## config.mk

```make
export PLATFORM = sky130hd
export DESIGN_NAME = imem_stream_loader_flat
export DESIGN_NICKNAME = d
export VERILOG_FILES = /design/src/rtl/imem_stream_loader_if.sv /design/src/rtl/imem_stream_loader.sv /design/src/flat_wrapper.sv
export SDC_FILE = /design/constraint.sdc
export NUM_CORES = 1
export LEC_CHECK = 0
export BUFFER_PORTS_ARGS = -buffer_cell sky130_fd_sc_hd__buf_2
export CAP_MARGIN = 20
export CORE_ASPECT_RATIO = 0.8
export CORE_MARGIN = 2
export CORE_UTILIZATION = 58
export DETAILED_ROUTE_END_ITERATION = 10
export GPL_TIMING_DRIVEN = 1
export PLACE_DENSITY = 0.92
export SLEW_MARGIN = 20
export SYNTH_ARGS = -nofsm -noshare
export SYNTH_HDL_FRONTEND = slang
export SYNTH_SLANG_ARGS = --single-unit
export TNS_END_PERCENT = 5
```

## constraint.sdc

```tcl
create_clock -name clk -period 2.65 [get_ports clk]
set_input_delay 0.53 -clock clk [delete_from_list [all_inputs] [get_ports clk]]
set_output_delay 0.53 -clock clk [all_outputs]
set_load 0.05 [all_outputs]
```

## src/rtl/imem_stream_loader_if.sv

```systemverilog
// Byte-stream input and word-write memory bus of the image loader.
// slave: loader side; master: stream source / memory model side.
interface imem_stream_loader_if;
    logic        s_valid;
    logic [7:0]  s_data;
    logic        s_ready;
    logic [31:0] mem_addr;
    logic [31:0] mem_wdata;
    logic [3:0]  mem_wen;

    modport slave (
        input  s_valid, s_data,
        output s_ready, mem_addr, mem_wdata, mem_wen
    );

    modport master (
        output s_valid, s_data,
        input  s_ready, mem_addr, mem_wdata, mem_wen
    );
endinterface

```

## src/rtl/imem_stream_loader.sv

```systemverilog
// Loads a program image from a byte stream into memory, holding the CPU in reset.
// Ports: clk, rst_n (async low); bus (stream in / word writes out); start re-arms
// from DONE/ERR; cpu_rst_n, done, err, words_cnt report load status.
module imem_stream_loader #(
    parameter logic [31:0] BASE_ADDR      = 32'h0000_0000,
    parameter int          MEM_SIZE_WORDS = 1024,
    parameter int          TIMEOUT_CYCLES = 100000
) (
    input  logic                 clk,
    input  logic                 rst_n,
    imem_stream_loader_if.slave  bus,
    input  logic                 start,
    output logic                 cpu_rst_n,
    output logic                 done,
    output logic                 err,
    output logic [15:0]          words_cnt
);
    localparam logic [31:0] MAX_N    = 32'(MEM_SIZE_WORDS);
    localparam logic [31:0] TMO_LAST = 32'(TIMEOUT_CYCLES - 1);

    typedef enum logic [2:0] {
        S_HDR, S_DATA, S_WRITE, S_DONE, S_ERR
    } state_t;

    state_t      r_state;
    logic [1:0]  r_idx;
    logic [31:0] r_buf;
    logic [31:0] r_n;
    logic [31:0] r_tmo;
    logic        r_s_ready;
    logic [31:0] r_mem_addr;
    logic [31:0] r_mem_wdata;
    logic [3:0]  r_mem_wen;
    logic        r_cpu_rst_n;
    logic        r_done;
    logic        r_err;
    logic [15:0] r_words;

    logic        w_acc;
    logic [31:0] w_shift;
    logic [15:0] w_words_nxt;

    // Bytes arrive LSB first, so each new byte enters at the top.
    assign w_acc       = bus.s_valid && r_s_ready;
    assign w_shift     = {bus.s_data, r_buf[31:8]};
    assign w_words_nxt = r_words + 16'd1;

    always_ff @(posedge clk or negedge rst_n) begin
        if (!rst_n) begin
            r_state     <= S_HDR;
            r_idx       <= 2'd0;
            r_buf       <= 32'd0;
            r_n         <= 32'd0;
            r_tmo       <= 32'd0;
            r_s_ready   <= 1'b0;
            r_mem_addr  <= 32'd0;
            r_mem_wdata <= 32'd0;
            r_mem_wen   <= 4'b0000;
            r_cpu_rst_n <= 1'b0;
            r_done      <= 1'b0;
            r_err       <= 1'b0;
            r_words     <= 16'd0;
        end else begin
            r_mem_wen <= 4'b0000;
            case (r_state)
                S_HDR: begin
                    r_s_ready <= 1'b1;
                    if (w_acc) begin
                        r_tmo <= 32'd0;
                        r_buf <= w_shift;
                        r_idx <= r_idx + 2'd1;
                        if (r_idx == 2'd3) begin
                            r_n <= w_shift;
                            if (w_shift == 32'd0) begin
                                r_state     <= S_DONE;
                                r_s_ready   <= 1'b0;
                                r_done      <= 1'b1;
                                r_cpu_rst_n <= 1'b1;
                            end else if (w_shift > MAX_N) begin
                                r_state   <= S_ERR;
                                r_s_ready <= 1'b0;
                                r_err     <= 1'b1;
                            end else begin
                                r_state <= S_DATA;
                            end
                        end
                    end else if (r_idx != 2'd0) begin
                        // Timeout only runs once the frame has started.
                        if (r_tmo == TMO_LAST) begin
                            r_state   <= S_ERR;
                            r_s_ready <= 1'b0;
                            r_err     <= 1'b1;
                        end else begin
                            r_tmo <= r_tmo + 32'd1;
                        end
                    end
                end
                S_DATA: begin
                    if (w_acc) begin
                        r_tmo <= 32'd0;
                        r_buf <= w_shift;
                        r_idx <= r_idx + 2'd1;
                        if (r_idx == 2'd3) begin
                            r_state     <= S_WRITE;
                            r_s_ready   <= 1'b0;
                            r_mem_wen   <= 4'b1111;
                            r_mem_wdata <= w_shift;
                            r_mem_addr  <= BASE_ADDR
                                         + {14'd0, r_words, 2'b00};
                        end
                    end else if (r_tmo == TMO_LAST) begin
                        r_state   <= S_ERR;
                        r_s_ready <= 1'b0;
                        r_err     <= 1'b1;
                    end else begin
                        r_tmo <= r_tmo + 32'd1;
                    end
                end
                S_WRITE: begin
                    r_words <= w_words_nxt;
                    if ({16'd0, w_words_nxt} == r_n) begin
                        r_state     <= S_DONE;
                        r_done      <= 1'b1;
                        r_cpu_rst_n <= 1'b1;
                    end else begin
                        r_state   <= S_DATA;
                        r_s_ready <= 1'b1;
                    end
                end
                S_DONE, S_ERR: begin
                    if (start) begin
                        r_state     <= S_HDR;
                        r_s_ready   <= 1'b1;
                        r_cpu_rst_n <= 1'b0;
                        r_done      <= 1'b0;
                        r_err       <= 1'b0;
                        r_words     <= 16'd0;
                        r_idx       <= 2'd0;
                        r_tmo       <= 32'd0;
                    end
                end
                default: begin
                    r_state   <= S_ERR;
                    r_s_ready <= 1'b0;
                    r_err     <= 1'b1;
                end
            endcase
        end
    end

    assign bus.s_ready   = r_s_ready;
    assign bus.mem_addr  = r_mem_addr;
    assign bus.mem_wdata = r_mem_wdata;
    assign bus.mem_wen   = r_mem_wen;
    assign cpu_rst_n     = r_cpu_rst_n;
    assign done          = r_done;
    assign err           = r_err;
    assign words_cnt     = r_words;
endmodule

```

## src/flat_wrapper.sv

```systemverilog
// flat-port wrapper written by rule: the top's interface ports become plain ports
module imem_stream_loader_flat 
#(
    parameter logic [31:0] BASE_ADDR      = 32'h0000_0000,
    parameter int          MEM_SIZE_WORDS = 1024,
    parameter int          TIMEOUT_CYCLES = 100000
)
  (clk, rst_n, start, cpu_rst_n, done, err, words_cnt, bus_s_valid, bus_s_data, bus_s_ready, bus_mem_addr, bus_mem_wdata, bus_mem_wen);
  imem_stream_loader_if bus_i ();
  input  logic clk;
  input  logic rst_n;
  input  logic start;
  output logic cpu_rst_n;
  output logic done;
  output logic err;
  output logic [15:0] words_cnt;
  input wire logic [$bits(bus_i.s_valid)-1:0] bus_s_valid;
  input wire logic [$bits(bus_i.s_data)-1:0] bus_s_data;
  output wire logic [$bits(bus_i.s_ready)-1:0] bus_s_ready;
  output wire logic [$bits(bus_i.mem_addr)-1:0] bus_mem_addr;
  output wire logic [$bits(bus_i.mem_wdata)-1:0] bus_mem_wdata;
  output wire logic [$bits(bus_i.mem_wen)-1:0] bus_mem_wen;
  assign bus_i.s_valid = bus_s_valid;
  assign bus_i.s_data = bus_s_data;
  assign bus_s_ready = bus_i.s_ready;
  assign bus_mem_addr = bus_i.mem_addr;
  assign bus_mem_wdata = bus_i.mem_wdata;
  assign bus_mem_wen = bus_i.mem_wen;
  imem_stream_loader #(.BASE_ADDR(BASE_ADDR), .MEM_SIZE_WORDS(MEM_SIZE_WORDS), .TIMEOUT_CYCLES(TIMEOUT_CYCLES)) u_core (.clk(clk), .rst_n(rst_n), .bus(bus_i), .start(start), .cpu_rst_n(cpu_rst_n), .done(done), .err(err), .words_cnt(words_cnt));
endmodule
```

==> results of run 1 <==
==> cells by family after synthesis <==
kind of cell | count (synthesis) | share of synthesized area
xor gates and xnor gates | 32 | 0.0347
adders and majority gates | 4 | 0.00619
DFF | 161 | 0.499
buffers and inverters | 71 | 0.0534
other | 1 | 0.000464
muxes | 105 | 0.146
and+or+nand+nor | 242 | 0.168
AOI/OAI and AO/OA | 119 | 0.0924
==> per-layer routing <==
metal	track usage	wire [um]
met4	0.102	324
met2	0.412	8530
met5	0	0
met1	0.385	8420
met3	0.0549	1380
==> flip-flops by register name (all words and copies together), names as in the netlist <==
register and flops:
u_core.bus.mem_addr 16, u_core.bus.mem_wdata 32, u_core.words_cnt 16, u_core.err 1
u_core.r_tmo 32, u_core.r_state 3, u_core.bus.mem_wen 1, u_core.bus.s_ready 1
u_core.cpu_rst_n 1, u_core.r_idx 2, u_core.r_n 32, u_core.r_buf 24
==> how the worst min path moves through the flow <==
| stage | slack [ns] | from | to | cells past startpoint |
|---|---|---|---|---|
| final | 0.09 | rst_n | u_core.bus.mem_addr[12] | 1 |
| after global routing | 0.13 | rst_n | u_core.bus.mem_addr[12] | 1 |
| after CTS | 0.10 | rst_n | u_core.bus.mem_addr[12] | 1 |
| after detailed placement | 0.48 | u_core.bus.mem_addr[10] | u_core.bus.mem_addr[10] | 2 |
| after global placement | 0.46 | u_core.bus.mem_wdata[10] | u_core.bus.mem_wdata[10] | 2 |
| after floorplan | 0.23 | rst_n | u_core.bus.mem_addr[10] | 0 |
==> area by class of cell <==
type	count	area, um2
fill	977	4340
sequential	161	4030
multi-input combinational	518	3690
timing repair buffer	111	694
clock buffer	19	453
tap	180	225
clock inverter	12	125
inverter	11	41.3
==> metrics by stage <==
step	power [mW]	setup WS [ns]	hold slack, ns	util
2_1_floorplan	4.66	0.0571	0.234	-
3_3_place_gp	5.12	0.288	0.458	0.638
3_5_place_dp	5.26	0.162	0.484	0.638
4_1_cts	7.69	0.143	0.104	0.681
5_1_grt	8.04	0.00447	0.130	0.681
6_report	7.69	0.121	0.0869	0.681
==> critical path, stage by stage, from the launching register on <==
cell and delay (ns):
dfrtp_1 0.58, nand4_4 0.18, or3_1 0.43, a2111oi_2 0.41, nand3_1 0.19, or4_4 0.56
a21oi_2 0.12
==> where the power goes <==
group          total [mW]  leakage [nW]  internal [mW]  switching [mW]
Sequential           3.52          2.13           2.94           0.578
Clock                2.41         0.286           1.36            1.05
Combinational        1.75          1.93          0.832           0.921
Total                7.69          4.34           5.14            2.55
==> layout by cell type, fill, tap and decap left out, types with 4 or more instances in the layout <==
cell type / count
dfrtp_1: 160
mux2_2: 102
buf_2: 82
o21ai_0: 52
nand2_1: 49
nor2_1: 49
nor4_1: 23
xnor2_1: 23
buf_4: 23
a21oi_1: 20
nand3_1: 18
clkbuf_16: 17
conb_1: 16
nand4_1: 15
inv_1: 11
or3_1: 10
and4_1: 10
o31ai_1: 10
and3_1: 9
nor3_1: 9
xor2_1: 9
nor2b_1: 5
nor4b_1: 5
buf_12: 5
nand2b_1: 4
and2_1: 4
or4_1: 4
o41ai_1: 4
a31oi_1: 4
ha_1: 4
==> results.toml, run 1 <==
[yosys]
yosys_warnings = 0
yosysMostFrequentCell = "dfrtp_1"
synth_edf_count = 0
syn_avg_cell_area_um2 = 11.0
yosysUniqueCellTypes = 72
synth_top_area_cell = "dfrtp_1"
synthTopCellsByCount = "dfrtp_1 (161), mux2_2 (102), o21ai_0 (52), nand2_1 (49), nor2_1 (49)"
async_flop_share = 1.00
synth.top_cell.area_share = 0.499
netlist_top_cells_area = "dfrtp_1 (50%), mux2_2 (14%), o21ai_0 (3.2%)"
syn_area_um2 = 8080
yosys_register_bits = 161
netlist_instances = 735
ys.flop_type = "dfrtp_1"
synth_seq_area_share = 0.499

[run]
drv_cap = 0

[critical_path]
rr_endpoint = "u_core.cpu_rst_n"
cp_data_arrival_time_ns = 2.89
required_ns = 3.01
path_class = "reg -> reg"
crit_path_start_kind = "flop"
crit_end = "u_core.cpu_rst_n"
r2r_setup_slack_ns = 0.12
r2r_cells = 6
crit_fanout = 7
rr_startpoint = "u_core.words_cnt[7]"
critPathCaptureType = "flop"
critPathLaunch = "u_core.words_cnt[7]"

[floorplanning]
rows = 38
die_h_um = 110
core_area_um2 = 13600
dieArea_um2 = 14900
die_w_um = 136
start_util = 0.594
ios = 100

[cts]
clk-insertion-delay-late_ns = 0.43
clock_sinks = 161
h-tree-depth = 4
root_buffer = "clkbuf_16"
clockBufferDepth = 2
cts_resized = 0
cts_hold_buf = 0
post_cts_buffers = 0
path_clk_slew_ns = 0.06
numCtsBuffers = 17
cts_tree = "yes"

[power_and_ir_drop]
ir_worst_vdd_v = 0.000676
leakagePower_nw = 4.34
power.density_nw_per_um2 = 830

[grt]
grt_pass1_vias = 5920
grt_max_degree = 65
gr-usage-all-layers = 0.270
grt_overflow = 0
grt_pass1_wl_um = 31000
antenna_found_initial = 0

[finish]
drive_gt1_frac = 0.321
final_area_um2 = 9260
fin_cells = 1012
fin_nets = 836
antenna_cells = 0
area_growth_pct = 14.5

[route]
drt_pass1_iterations = 8
wirelength_um = 18600
drt-initial-drc-count = 599
routedWlPerCell_um = 18.4
ant_nets = 0
route.vias.total = 6178
remaining_drc_errors = 0
vias_per_cell = 6.10

[timing]
rsz0062_at_grt = "false"
tightest_slew_ns = 0.764
slew_violations = 0
maxSlewHeadroom = 0.491
fmax_ghz = 0.395
skew_ns = 0.00920
setup_violations = 0
fin_crit_ns = 2.53
fin_setup_tns_ns = 0
layout_worst_path_cycle_share = 0.954
finalHoldViolations = 0

[placed_design]
post_dp_cell_area_um2 = 8680
portBuffers = 83
place.gp.congestion = 0.938
dp_cells = 981
dp_hpwl_um = 12800

[status]
status = "completed"

[worst_hold_path]
hold_class = "in -> async"
Power figures use the tool's default switching activity.
==> inputs of run 2 (changes only) <==
--- a/config.mk
+++ b/config.mk
@@ -9,10 +9,10 @@
 export CAP_MARGIN = 20
 export CORE_ASPECT_RATIO = 0.8
 export CORE_MARGIN = 2
-export CORE_UTILIZATION = 58
+export CORE_UTILIZATION = 45
 export DETAILED_ROUTE_END_ITERATION = 10
 export GPL_TIMING_DRIVEN = 1
-export PLACE_DENSITY = 0.92
+export PLACE_DENSITY = 0.76
 export SLEW_MARGIN = 20
 export SYNTH_ARGS = -nofsm -noshare
 export SYNTH_HDL_FRONTEND = slang
==> results.toml, run 2 (synthesis gave the netlist of run 1 again) <==
[status]
status = "completed"

[grt]
antenna_found_initial = 0
grt_overflow = 0
grt_max_degree = 79
gr-usage-all-layers = 0.200
grt_pass1_wl_um = 30100
grt_pass1_vias = 5751

[cts]
clockBufferDepth = 2
clk-insertion-delay-late_ns = 0.43
clock_sinks = 161
root_buffer = "clkbuf_16"
cts_hold_buf = 0
path_clk_slew_ns = 0.07
cts_tree = "yes"
h-tree-depth = 4
numCtsBuffers = 17

[critical_path]
crit_fanout = 7
crit_path_start_kind = "flop"
r2r_setup_slack_ns = 0.24
crit_family = "simple AND/OR/NAND/NOR gates"
rr_endpoint = "u_core.cpu_rst_n"
critPathCaptureType = "flop"
required_ns = 3.01
critPathMostFrequentCell = "nand3_1"
cp_num_buf_inv = 0
rr_startpoint = "u_core.words_cnt[1]"
max_stage_delay_ns = 0.55
path_class = "reg -> reg"
cp_data_arrival_time_ns = 2.77
worstPathCellList = "ha_1, nand3_1, or3_1, a2111oi_2, nand3_1, or4_4, a21oi_2"
r2r_cells = 7
cp_slowest_cell = "or4_4"

[timing]
fin_setup_tns_ns = 0
maxSlewHeadroom = 0.500
finalHoldViolations = 0
skew_ns = 0.0130
slew_violations = 0
fin_ws_ns = 0.237
setup_violations = 0
rsz0062_at_grt = "false"
fmax_ghz = 0.414
tightest_slew_ns = 0.750
layout_worst_path_cycle_share = 0.911
fin_crit_ns = 2.41

[route]
route.vias.total = 6027
routedWlPerCell_um = 16.8
top_layer = "met4"
drt_pass1_iterations = 5
met2_length_um = 7870
ant_nets = 0
drt-initial-drc-count = 490
remaining_drc_errors = 0
vias_per_cell = 5.67
met3_length_um = 951
wirelength_um = 17900
wl_met1_um = 8800

[worst_hold_path]
hold_class = "in -> async"

[finish]
fin_nets = 841
area_growth_pct = 15.9
layout_commonest_cell = "dfrtp_1"
antenna_cells = 0
drive_gt1_frac = 0.327
final_cell_mix = "dfrtp_1 (160), mux2_2 (102), buf_2 (82)"

[floorplanning]
dieArea_um2 = 19100
start_util = 0.462
die_w_um = 154
rows = 43
ios = 100
die_h_um = 124
core_area_um2 = 17500

[placed_design]
pre_cts_slack_ns = 0.123
dp_hpwl_um = 12500
portBuffers = 83
place.gp.congestion = 0.865

[run]
drv_cap = 0

[power_and_ir_drop]
ir_worst_vdd_v = 0.000468
leakagePower_nw = 4.37
power.density_nw_per_um2 = 829
## run 2: cell types whose count changed in the layout (fill, tap and decap cells not counted), sizes merged
cell / previous run / this run
clkinv: 4 / 3
inv: 17 / 21
clkinvlp: 1 / 0
clkbuf: 19 / 18
buf: 111 / 116
## run 2: power by group
group,internal [mW],switching (mW)
clock network,1.39,1.13
registers,2.94,0.539
logic,0.850,0.918
total,5.18,2.59
## run 2: how the worst max path moves through the flow
stage                         from  cells after the start                  to
6_report       u_core.words_cnt[1]                      7    u_core.cpu_rst_n
5_1_grt        u_core.words_cnt[0]                      7    u_core.cpu_rst_n
4_1_cts            u_core.r_tmo[0]                      7  u_core.bus.s_ready
3_5_place_dp       u_core.r_tmo[0]                      8    u_core.r_tmo[20]
3_3_place_gp       u_core.r_tmo[0]                      8     u_core.r_tmo[8]
2_1_floorplan  u_core.words_cnt[0]                      7    u_core.cpu_rst_n
## run 2: repair_timing
item                       4_1_cts  5_1_grt
setup buffers                    0        1
resized for setup                0        2
setup endpoints to repair        0       30
## run 2: layer usage
metal / track usage / vias to the layer above
met3: 0.0473 / 19
met5: 0 / -
met2: 0.309 / 175
met1: 0.284 / 2997
met4: 0.0613 / 0
li1: - / 2836
## run 2: area by class of cell
| class | count | area (um2) |
|---|---|---|
| Timing Repair Buffer | 116 | 707 |
| Tap cell | 225 | 282 |
| Multi-Input combinational cell | 518 | 3690 |
| Clock inverter | 14 | 176 |
| Fill cell | 1480 | 8120 |
| Inverter | 11 | 41.3 |
| Clock buffer | 18 | 439 |
| Sequential cell | 161 | 4030 |
## run 2: per-stage QoR
step	total power [mW]	hold slack, ns	utilization	std cells	instance area [um2]
2_1_floorplan	4.66	0.234	-	750	8140
3_3_place_gp	5.18	0.469	0.500	1030	8740
3_5_place_dp	5.26	0.475	0.500	1030	8740
4_1_cts	7.81	0.0176	0.535	1062	9360
5_1_grt	8.17	0.0386	0.536	1063	9370
6_report	7.76	0.0181	0.536	1063	9370
==> inputs of run 3 (changes only) <==
--- a/config.mk
+++ b/config.mk
@@ -12,7 +12,6 @@
 export CORE_UTILIZATION = 45
 export DETAILED_ROUTE_END_ITERATION = 10
 export GPL_TIMING_DRIVEN = 1
-export PLACE_DENSITY = 0.76
 export SLEW_MARGIN = 20
 export SYNTH_ARGS = -nofsm -noshare
 export SYNTH_HDL_FRONTEND = slang
==> results.toml, run 3 (synthesis gave the netlist of run 1 again) <==
[critical_path]
crit_family = "simple AND/OR/NAND/NOR gates"
critPathMostFrequentCell = "nand3_1"
max_stage_delay_ns = 0.56
cp_num_buf_inv = 0
cp_data_arrival_time_ns = 2.85
worstPathCellList = "ha_1, nand3_1, or3_1, a2111oi_2, nand3_1, or4_4, a21oi_2"
required_ns = 3.00
cp_slowest_cell = "or4_4"
crit_path_start_kind = "flop"
path_class = "reg -> reg"
critPathCaptureType = "flop"
crit_fanout = 7

[floorplanning]
start_util = 0.462
ios = 100
die_w_um = 154
rows = 43
dieArea_um2 = 19100
core_area_um2 = 17500
die_h_um = 124

[finish]
layout_commonest_cell = "dfrtp_1"
utilization = 0.531
fin_cells = 1056
seqCellArea_um2 = 4030
n_fill_cell = 1515
multiInputGateArea_um2 = 3690
final_cell_mix = "dfrtp_1 (160), mux2_2 (102), buf_2 (82)"
area_growth_pct = 14.8
fin_nets = 835
antenna_cells = 0
drive_gt1_frac = 0.320

[cts]
path_clk_slew_ns = 0.07
cts_resized = 0
cts_hold_buf = 0
clock_sinks = 161
clk-insertion-delay-late_ns = 0.42
numCtsBuffers = 17
clockBufferDepth = 2
cts_tree = "yes"
root_buffer = "clkbuf_16"
post_cts_buffers = 0
h-tree-depth = 4

[timing]
fin_setup_tns_ns = 0
rsz0062_at_grt = "false"
maxSlewHeadroom = 0.481
setup_violations = 0
tightest_slew_ns = 0.778
fmax_ghz = 0.401
skew_ns = 0.00907
fin_crit_ns = 2.50
finalHoldViolations = 0
slew_violations = 0
layout_worst_path_cycle_share = 0.942

[status]
status = "completed"

[grt]
grt_pass1_wl_um = 31300
antenna_found_initial = 0
gr-usage-all-layers = 0.207
grt_max_degree = 62
grt_overflow = 0
grt_pass1_vias = 5920

[placed_design]
dp_hpwl_um = 13300
portBuffers = 83
place.gp.congestion = 0.904
dp_cells = 1025

[route]
drt_pass1_iterations = 7
drt-initial-drc-count = 360
routedWlPerCell_um = 18.0
wirelength_um = 19000
remaining_drc_errors = 0
ant_nets = 0
vias_per_cell = 5.76
route.vias.total = 6086

[power_and_ir_drop]
power_mw = 7.72
leakagePower_nw = 4.32
ir_worst_vdd_v = 0.000442
power.density_nw_per_um2 = 832

[run]
drv_cap = 0

[worst_hold_path]
hold_class = "in -> async"
run 3: stage by stage:
stage               setup WS, ns  instance area [um2]  hold slack (ns)
finish                     0.153                 9280           0.0937
CTS                        0.153                 9280            0.115
floorplan                 0.0571                 8140            0.234
global route              0.0125                 9280            0.138
detailed placement         0.156                 8690            0.471
global placement           0.264                 8690            0.482
run 3: power breakdown:
group	leakage (nW)	internal, mW	switching (mW)
clock network	0.289	1.43	1.05
logic	1.90	0.843	0.932
registers	2.13	2.94	0.532
total	4.32	5.21	2.51
run 3: worst reg2reg max path: stages (launching register included):
cell       delay [ns]
dfrtp_2          0.42
ha_1             0.26
nand3_1          0.12
or3_1            0.37
a2111oi_2        0.38
nand3_1          0.18
or4_4            0.56
a21oi_2          0.15
run 3: worst paths after layout:
kind | slack, ns | cells past startpoint | end | startpoint
worst min register to register | 0.48 | 2 | u_core.bus.mem_addr[10] | u_core.bus.mem_addr[10]
worst min-delay path | 0.09 | 1 | u_core.bus.mem_addr[13] | rst_n
max in group asynchronous | 1.84 | 2 | u_core.r_tmo[8] | rst_n
worst max register to register | 0.15 | 7 | u_core.cpu_rst_n | u_core.words_cnt[1]
worst max-delay path | 0.15 | 7 | u_core.cpu_rst_n | u_core.words_cnt[1]
min in group clk | 0.39 | 2 | u_core.r_n[25] | bus_s_data[1]
run 3: metal layers:
metal | track usage | part of all wire | vias up | wire [um]
met5 | 0 | 0 | - | 0
met4 | 0.0508 | 0.0090 | 0 | 170
met3 | 0.0456 | 0.047 | 23 | 889
met2 | 0.340 | 0.46 | 192 | 8740
met1 | 0.284 | 0.48 | 3050 | 9190
li1 | - | - | 2821 | -
run 3: final cells by class:
| cell class | instances | share of cell area |
|---|---|---|
| clock inverter | 13 | 0.0163 |
| timing repair buffer | 110 | 0.0700 |
| tap | 225 | 0.0303 |
| inverter | 11 | 0.00445 |
| sequential | 161 | 0.434 |
| multi-input combinational | 518 | 0.397 |
| clock buffer | 18 | 0.0473 |
